--- config.mk ---
export PLATFORM = sky130hd
export DESIGN_NAME = fp_addsub_pipe
export DESIGN_NICKNAME = d
export VERILOG_FILES = /design/src/rtl/fp_addsub_pipe.sv
export SDC_FILE = /design/constraint.sdc
export NUM_CORES = 1
export LEC_CHECK = 0
export ABC_AREA = 1
export BUFFER_PORTS_ARGS = -buffer_cell sky130_fd_sc_hd__buf_2
export CAP_MARGIN = 30
export CORE_MARGIN = 2
export CORE_UTILIZATION = 30
export CTS_CLUSTER_SIZE = 14
export DETAILED_ROUTE_END_ITERATION = 6
export HOLD_SLACK_MARGIN = 0.12
export MAX_ROUTING_LAYER = met4
export PLACE_DENSITY = 0.5
export SETUP_SLACK_MARGIN = 0.02
export SLEW_MARGIN = 40
export SYNTH_ARGS = -nofsm -noshare
export SYNTH_HDL_FRONTEND = slang
export SYNTH_SLANG_ARGS = --single-unit
--- constraint.sdc ---
create_clock -name clk -period 7.8 [get_ports clk]
set_input_delay 0.78 -clock clk [delete_from_list [all_inputs] [get_ports clk]]
set_output_delay 0.78 -clock clk [all_outputs]
set_load 0.02 [all_outputs]
--- src/rtl/fp_addsub_pipe.sv ---
// ---------------------------------------------------------------------------
// fp_addsub_pipe
//
// Three-stage pipelined floating-point adder/subtractor with parametrised
// exponent and fraction widths. Subnormal inputs are flushed to zero and
// subnormal results are flushed to zero with underflow flagged. Rounding is
// round-to-nearest-even.
//
// Ports:
//   clk        rising-edge clock
//   rst        synchronous, active-high reset
//   in_valid   operand pair valid
//   in_ready   block accepts operands this cycle
//   a, b       operands {sign, exponent, fraction}
//   op_sub     0 = a + b, 1 = a - b
//   out_valid  result valid
//   out_ready  downstream accepts the result
//   result     packed result
//   flags      {invalid, overflow, underflow, inexact}
//
// Handshake: an input transfer happens on a rising edge where
// in_valid && in_ready; an output transfer happens on a rising edge where
// out_valid && out_ready. The only stall condition is an unaccepted output
// (out_valid && !out_ready); it freezes every stage, so in_ready is simply
// its inverse and is the one combinational path from out_ready.
// ---------------------------------------------------------------------------
module fp_addsub_pipe #(
    parameter int EXP_W = 8,
    parameter int MAN_W = 23
) (
    input  logic                   clk,
    input  logic                   rst,
    input  logic                   in_valid,
    output logic                   in_ready,
    input  logic [EXP_W+MAN_W:0]   a,
    input  logic [EXP_W+MAN_W:0]   b,
    input  logic                   op_sub,
    output logic                   out_valid,
    input  logic                   out_ready,
    output logic [EXP_W+MAN_W:0]   result,
    output logic [3:0]             flags
);

    localparam int W    = 1 + EXP_W + MAN_W;
    // Aligned significand: hidden, fraction, guard, round, sticky.
    localparam int SW   = MAN_W + 4;
    localparam int LZ_W = $clog2(SW + 1);
    // Signed working width for the exponent so that normalisation below
    // zero and overflow above all-ones are both representable.
    localparam int XW   = ((EXP_W > LZ_W) ? EXP_W : LZ_W) + 2;
    localparam logic [EXP_W-1:0] EXP_ONES = '1;
    localparam logic [W-1:0]     QNAN     = {1'b0, EXP_ONES, 1'b1, {(MAN_W-1){1'b0}}};
    localparam logic [31:0]      SH_LIM   = 32'(MAN_W + 3);

    logic stall;
    assign stall    = out_valid && !out_ready;
    assign in_ready = !stall;

    // ------------------------------------------------------------------
    // S1: unpack, classify, order by magnitude, align
    // ------------------------------------------------------------------
    logic [EXP_W-1:0]   a_exp, b_exp;
    logic [MAN_W-1:0]   a_frac, b_frac;
    logic               a_zero, b_zero, a_inf, b_inf, a_nan, b_nan;
    logic               sign_a, sign_b;

    assign a_exp  = a[W-2:MAN_W];
    assign b_exp  = b[W-2:MAN_W];
    assign a_frac = a[MAN_W-1:0];
    assign b_frac = b[MAN_W-1:0];
    assign a_zero = (a_exp == '0);
    assign b_zero = (b_exp == '0);
    assign a_inf  = (a_exp == EXP_ONES) && (a_frac == '0);
    assign b_inf  = (b_exp == EXP_ONES) && (b_frac == '0);
    assign a_nan  = (a_exp == EXP_ONES) && (a_frac != '0);
    assign b_nan  = (b_exp == EXP_ONES) && (b_frac != '0);
    assign sign_a = a[W-1];
    assign sign_b = b[W-1] ^ op_sub;

    logic [W-2:0]       mag_a, mag_b, big_mag, small_mag;
    logic               big_sign;
    logic [EXP_W-1:0]   big_exp, small_exp, exp_diff;
    logic [MAN_W:0]     big_sig, small_sig;
    logic [SW-2:0]      small_ext, shifted, lost, keep_mask;
    logic [SW-1:0]      big_al, small_al;
    logic               spec_c;
    logic [W-1:0]       spec_res_c;
    logic [3:0]         spec_flags_c;

    always_comb begin
        // Flushed subnormals compare as zero magnitude.
        mag_a = a_zero ? '0 : a[W-2:0];
        mag_b = b_zero ? '0 : b[W-2:0];

        if (mag_b > mag_a) begin
            big_mag   = mag_b;
            small_mag = mag_a;
            big_sign  = sign_b;
        end else begin
            big_mag   = mag_a;
            small_mag = mag_b;
            big_sign  = sign_a;
        end

        big_exp   = big_mag[W-2:MAN_W];
        small_exp = small_mag[W-2:MAN_W];
        big_sig   = (big_exp == '0)   ? '0 : {1'b1, big_mag[MAN_W-1:0]};
        small_sig = (small_exp == '0) ? '0 : {1'b1, small_mag[MAN_W-1:0]};
        exp_diff  = big_exp - small_exp;

        small_ext = {small_sig, 2'b00};
        keep_mask = '1;
        shifted   = '0;
        lost      = '0;
        if (32'(exp_diff) >= SH_LIM) begin
            // Everything falls below the round bit; only sticky survives.
            small_al = {{(SW-1){1'b0}}, |small_sig};
        end else begin
            shifted  = small_ext >> exp_diff;
            lost     = small_ext & ~(keep_mask << exp_diff);
            small_al = {shifted, |lost};
        end
        big_al = {big_sig, 3'b000};

        spec_c       = 1'b1;
        spec_res_c   = '0;
        spec_flags_c = 4'b0000;
        if (a_nan || b_nan) begin
            spec_res_c = QNAN;
        end else if (a_inf && b_inf && (sign_a != sign_b)) begin
            spec_res_c   = QNAN;
            spec_flags_c = 4'b1000;
        end else if (a_inf) begin
            spec_res_c = {sign_a, EXP_ONES, {MAN_W{1'b0}}};
        end else if (b_inf) begin
            spec_res_c = {sign_b, EXP_ONES, {MAN_W{1'b0}}};
        end else if (a_zero && b_zero) begin
            // Only -0 + -0 keeps the negative sign.
            spec_res_c = {sign_a & sign_b, {(W-1){1'b0}}};
        end else begin
            spec_c = 1'b0;
        end
    end

    logic               s1_valid, s1_special, s1_sign, s1_sub;
    logic [W-1:0]       s1_spec_res;
    logic [3:0]         s1_spec_flags;
    logic [EXP_W-1:0]   s1_exp;
    logic [SW-1:0]      s1_big, s1_small;

    always_ff @(posedge clk) begin
        if (rst) begin
            s1_valid      <= 1'b0;
            s1_special    <= 1'b0;
            s1_spec_res   <= '0;
            s1_spec_flags <= '0;
            s1_sign       <= 1'b0;
            s1_sub        <= 1'b0;
            s1_exp        <= '0;
            s1_big        <= '0;
            s1_small      <= '0;
        end else if (!stall) begin
            s1_valid      <= in_valid;
            s1_special    <= spec_c;
            s1_spec_res   <= spec_res_c;
            s1_spec_flags <= spec_flags_c;
            s1_sign       <= big_sign;
            s1_sub        <= sign_a ^ sign_b;
            s1_exp        <= big_exp;
            s1_big        <= big_al;
            s1_small      <= small_al;
        end
    end

    // ------------------------------------------------------------------
    // S2: magnitude add / subtract (big >= small, so no negative result)
    // ------------------------------------------------------------------
    logic [SW:0] sum_c;
    assign sum_c = s1_sub ? ({1'b0, s1_big} - {1'b0, s1_small})
                          : ({1'b0, s1_big} + {1'b0, s1_small});

    logic               s2_valid, s2_special, s2_sign;
    logic [W-1:0]       s2_spec_res;
    logic [3:0]         s2_spec_flags;
    logic [EXP_W-1:0]   s2_exp;
    logic [SW:0]        s2_sum;

    always_ff @(posedge clk) begin
        if (rst) begin
            s2_valid      <= 1'b0;
            s2_special    <= 1'b0;
            s2_spec_res   <= '0;
            s2_spec_flags <= '0;
            s2_sign       <= 1'b0;
            s2_exp        <= '0;
            s2_sum        <= '0;
        end else if (!stall) begin
            s2_valid      <= s1_valid;
            s2_special    <= s1_special;
            s2_spec_res   <= s1_spec_res;
            s2_spec_flags <= s1_spec_flags;
            s2_sign       <= s1_sign;
            s2_exp        <= s1_exp;
            s2_sum        <= sum_c;
        end
    end

    // ------------------------------------------------------------------
    // S3: normalise, round to nearest even, pack
    // ------------------------------------------------------------------
    logic [LZ_W-1:0]    lzc;
    logic               lz_found;
    logic [XW-1:0]      exp_x, exp_n, exp_r, exp_ones_x;
    logic [SW-1:0]      norm;
    logic               g_bit, r_bit, s_bit, rnd_up, inexact_c;
    logic [MAN_W:0]     mant;
    logic [MAN_W+1:0]   rounded;
    logic [MAN_W-1:0]   frac_r;
    logic [W-1:0]       res_c;
    logic [3:0]         flags_c;

    assign exp_x      = {{(XW-EXP_W){1'b0}}, s2_exp};
    assign exp_ones_x = {{(XW-EXP_W){1'b0}}, EXP_ONES};

    always_comb begin
        lzc      = LZ_W'(SW);
        lz_found = 1'b0;
        for (int i = SW - 1; i >= 0; i--) begin
            if (!lz_found && s2_sum[i]) begin
                lzc      = LZ_W'(SW - 1 - i);
                lz_found = 1'b1;
            end
        end

        if (s2_sum[SW]) begin
            // Carry out: shift right one, folding the dropped bit into sticky.
            norm  = {s2_sum[SW:2], s2_sum[1] | s2_sum[0]};
            exp_n = exp_x + XW'(1);
        end else begin
            norm  = s2_sum[SW-1:0] << lzc;
            exp_n = exp_x - {{(XW-LZ_W){1'b0}}, lzc};
        end

        mant      = norm[SW-1:3];
        g_bit     = norm[2];
        r_bit     = norm[1];
        s_bit     = norm[0];
        inexact_c = g_bit | r_bit | s_bit;
        rnd_up    = g_bit & (r_bit | s_bit | mant[0]);
        rounded   = {1'b0, mant} + (MAN_W+2)'(rnd_up);

        if (rounded[MAN_W+1]) begin
            // Rounding overflowed the hidden bit: mantissa becomes 1.000...
            frac_r = rounded[MAN_W:1];
            exp_r  = exp_n + XW'(1);
        end else begin
            frac_r = rounded[MAN_W-1:0];
            exp_r  = exp_n;
        end

        res_c   = {s2_sign, exp_r[EXP_W-1:0], frac_r};
        flags_c = {3'b000, inexact_c};
        if (s2_special) begin
            res_c   = s2_spec_res;
            flags_c = s2_spec_flags;
        end else if (s2_sum == '0) begin
            // Exact cancellation always yields +0.
            res_c   = '0;
            flags_c = 4'b0000;
        end else if (exp_n[XW-1] || (exp_n == '0)) begin
            res_c   = {s2_sign, {(W-1){1'b0}}};
            flags_c = 4'b0011;
        end else if (!exp_r[XW-1] && (exp_r >= exp_ones_x)) begin
            res_c   = {s2_sign, EXP_ONES, {MAN_W{1'b0}}};
            flags_c = 4'b0101;
        end
    end

    always_ff @(posedge clk) begin
        if (rst) begin
            out_valid <= 1'b0;
            result    <= '0;
            flags     <= '0;
        end else if (!stall) begin
            out_valid <= s2_valid;
            // Result keeps its last value across bubbles.
            if (s2_valid) begin
                result <= res_c;
                flags  <= flags_c;
            end
        end
    end

endmodule
==> results.yml <==
status:
  status: "finished clean"
sta:
  fmax_ghz: 0.165
  fin_crit_ns: 6.07
  min_period_over_period_pct: 77.8
  report.final.slew_viol_count: 0
  hold_viol: 0
  rsz0062_at_grt: "false"
  worstMarginPinSlew_ns: 0.935
  finalSetupTns_ns: 0
  hold_ws_ns: 0.465
  fin_ws_ns: 1.73
  finalSetupViolCount: 0
  fin_skew_ns: 0.0170
  relSlewSlack_pct: 37.0
yosys:
  synth_compound_area_share_pct: 18.7
  synthTopCellsByCount: "nand2_1 (697), nand3_1 (298), inv_1 (296)"
  yosysSeqAreaShare_pct: 19.7
  synth-simple-area-share_pct: 39.3
  syn-num-nets: 2730
  synthTopCellsByArea: "dfxtp_1 (20%), nand2_1 (18%), nand3_1 (10%), ha_1 (7.7%), inv_1 (7.4%)"
  synth_flop_cell: "dfxtp_1"
  syn_area_mm2: 0.0149
  synth_xor_area_share_pct: 2.64
  synthCells: 2567
  synth_edf_count: 0
  synth_fa_ha_area_share_pct: 7.98
  yosysMostFrequentCell: "nand2_1"
  ys_ff_latch: 147
  synth_cell_types: 62
  avgSynthCellArea_um2: 5.81
  synth_top_family_by_area: "simple AND/OR/NAND/NOR gates"
  yosysTopAreaCell: "dfxtp_1"
  synthMuxAreaShare_pct: 0.134
  synth_top_area_share_pct: 19.7
  async_flop_share_pct: 0
  ys_warn_count: 0
routing:
  postRouteWirelength_um: 56100
  routed-via-count: 16995
  drtAntennaViolNets: 0
  firstDrtPassIters: 6
  remaining_drc_errors: 0
  vias_per_cell: 5.20
  drt_iter0_drc: 1224
  wire_per_inst_um: 17.2
place:
  gp_congestion: 0.932
  place_hpwl_um: 44500
  numPortBuffers: 106
  preCtsSetupSlack_ns: 1.38
grt:
  grt_remaining_overflow: 0
  antenna_found_initial: 0
  grt_pass1_vias: 16047
  grt_usage_pct: 22.7
  grt_pass1_wl_um: 89500
  grt_max_degree: 68
worst_hold_path:
  whs_path_depth: 2
  hold_path.startpoint: "result[8]"
  min_path_type: "reg -> reg"
  min_to: "result[8]"
cts:
  clockBufferDepth: 2
  postCtsSetupRepairBufs: 0
  clkTransAtPathRegs_ns: 0.07
  htreeDepth: 4
  clk_latency_ns: 0.47
  ctsResizeCount: 0
  cts_tree: "built"
  cts_hold_buf: 0
  numCtsBuffers: 17
  cts_sinks: 147
  cts_root_buffer: "clkbuf_16"
setup_path:
  crit_path_max_incr_delay_ns: 0.46
  cp.required_ns: 8.13
  crit_top_cell: "inv_1"
  rr_endpoint: "result[20]"
  slowest_stage: "nand2_1"
  critical_path_buf_inv_count: 7
  ff2ff_setup_slack_ns: 1.73
  cp_max_fo: 24
  critPathLaunchType: "register"
  r2r_cells: 25
  cp.arrival_ns: 6.40
  crit_family: "simple AND/OR/NAND/NOR gates"
  end_kind: "register"
  criticalPathCategory: "reg -> reg"
  worstReg2RegStart: "s2_sum[19]"
floorplanning:
  die_area_mm2: 0.0516
  coreArea_mm2: 0.0491
  die_h_um: 227
  die_x_um: 227
  initial_core_util_pct: 30.4
  num_io_pins: 107
  rows: 81
layout:
  multi_input_area_mm2: 0.0103
  fillCellCount: 5573
  diodes: 0
  fin_util_pct: 33.8
  nNetsFinal: 2754
  regArea_mm2: 0.00294
  drive_above_1_share_pct: 8.56
  areaGrowthSynthToFinish_pct: 11.1
run:
  max_cap_viol_count: 0
power_and_ir_drop:
  powerDensity_mw_per_mm2: 251
  p_leak_nw: 8.01
  ir_worst_vdd_uv: 183
## cell usage in the layout (no fill, tap or decap), types with 4 or more instances in the layout
cell,Yosys,final
nand2_1,697,696
nand3_1,298,298
inv_1,296,293
a21oi_1,204,204
o21ai_0,187,187
nor2_1,188,186
dfxtp_1,147,146
buf_2,18,106
ha_1,92,92
nand4_1,70,70
xor2_1,32,31
buf_4,3,28
o211ai_1,27,27
nor3_1,24,24
nor4_1,17,17
clkbuf_16,0,17
o221ai_1,14,14
xnor2_1,13,13
inv_2,11,12
o21a_1,10,10
nor2_2,8,9
a31oi_1,9,9
nand3_2,8,8
o21bai_1,8,8
o21ai_1,7,7
a22oi_1,6,6
or2_2,6,6
o22ai_1,5,5
nand3b_1,5,5
inv_6,0,5
nor2_4,3,4
a21boi_0,4,4
## worst max path at each step
| stage | start | to | slack (ns) | cells past startpoint |
|---|---|---|---|---|
| finish | s2_sum[19] | result[20] | 1.73 | 25 |
| global route | s2_sum[21] | result[22] | 1.09 | 26 |
| CTS | s2_sum[19] | result[20] | 1.83 | 25 |
| detailed placement | a[23] | s1_small[3] | 1.38 | 35 |
| global placement | a[23] | s1_small[0] | 1.32 | 30 |
| floorplan | a[23] | s1_small[22] | 2.35 | 36 |
## through the flow
step	instances	instance area [µm²]	power, mW
5_1_grt	3268	16600	4.53
3_3_place_gp	3235	16000	3.27
4_1_cts	3268	16600	4.15
2_1_floorplan	2567	14900	2.64
6_report	3268	16600	4.16
3_5_place_dp	3236	16000	3.27
## registers in the layout, summed over array words and instances, names as in the netlist
name,cells
result,32
s2_sum,28
s1_small,27
s1_big,24
s1_exp,8
s2_exp,8
flags,4
s1_spec_res,3
s2_spec_res,3
out_valid,1
s1_sign,1
s1_spec_flags,1
s1_special,1
s1_sub,1
s1_valid,1
s2_sign,1
s2_spec_flags,1
s2_special,1
s2_valid,1
## routing by layer
layer | up-vias | global-route usage, % | routed length, µm
met1 | 7887 | 31.2 | 27500
met4 | 0 | 7.27 | 1480
met2 | 453 | 35.1 | 24600
met3 | 65 | 2.10 | 2520
li1 | 8590 | - | -
met5 | - | - | 0
## worst min-delay path: cells and delay by family, from the launching register on
kind / cells / cell delay (ns)
AOI/OAI and AO/OA: 1 / 0.05
DFF: 1 / 0.31
and+or+nand+nor: 1 / 0.06
## power by group
group	switching, mW	internal (mW)	leakage, nW
sequential	0.0785	0.820	1.20
combinational	1.65	0.733	6.51
clock	0.394	0.481	0.289
total	2.12	2.03	8.01
## cells by family after synthesis
logic type	after synthesis
adders and majority gates	94
AOI/OAI and AO/OA	501
buffers and inverters	439
and+or+nand+nor	1339
muxes	2
DFF	147
xor gates and xnor gates	45
## cell type report
type,count,share of cell area (%)
multi-input cells,1981,62.0
flip-flops and latches,147,17.8
inverters,309,7.01
well taps,664,5.01
repair buffers,135,4.59
clock buffers,17,2.57
clock inverters,15,1.04
(Power assumes the default switching activity.)
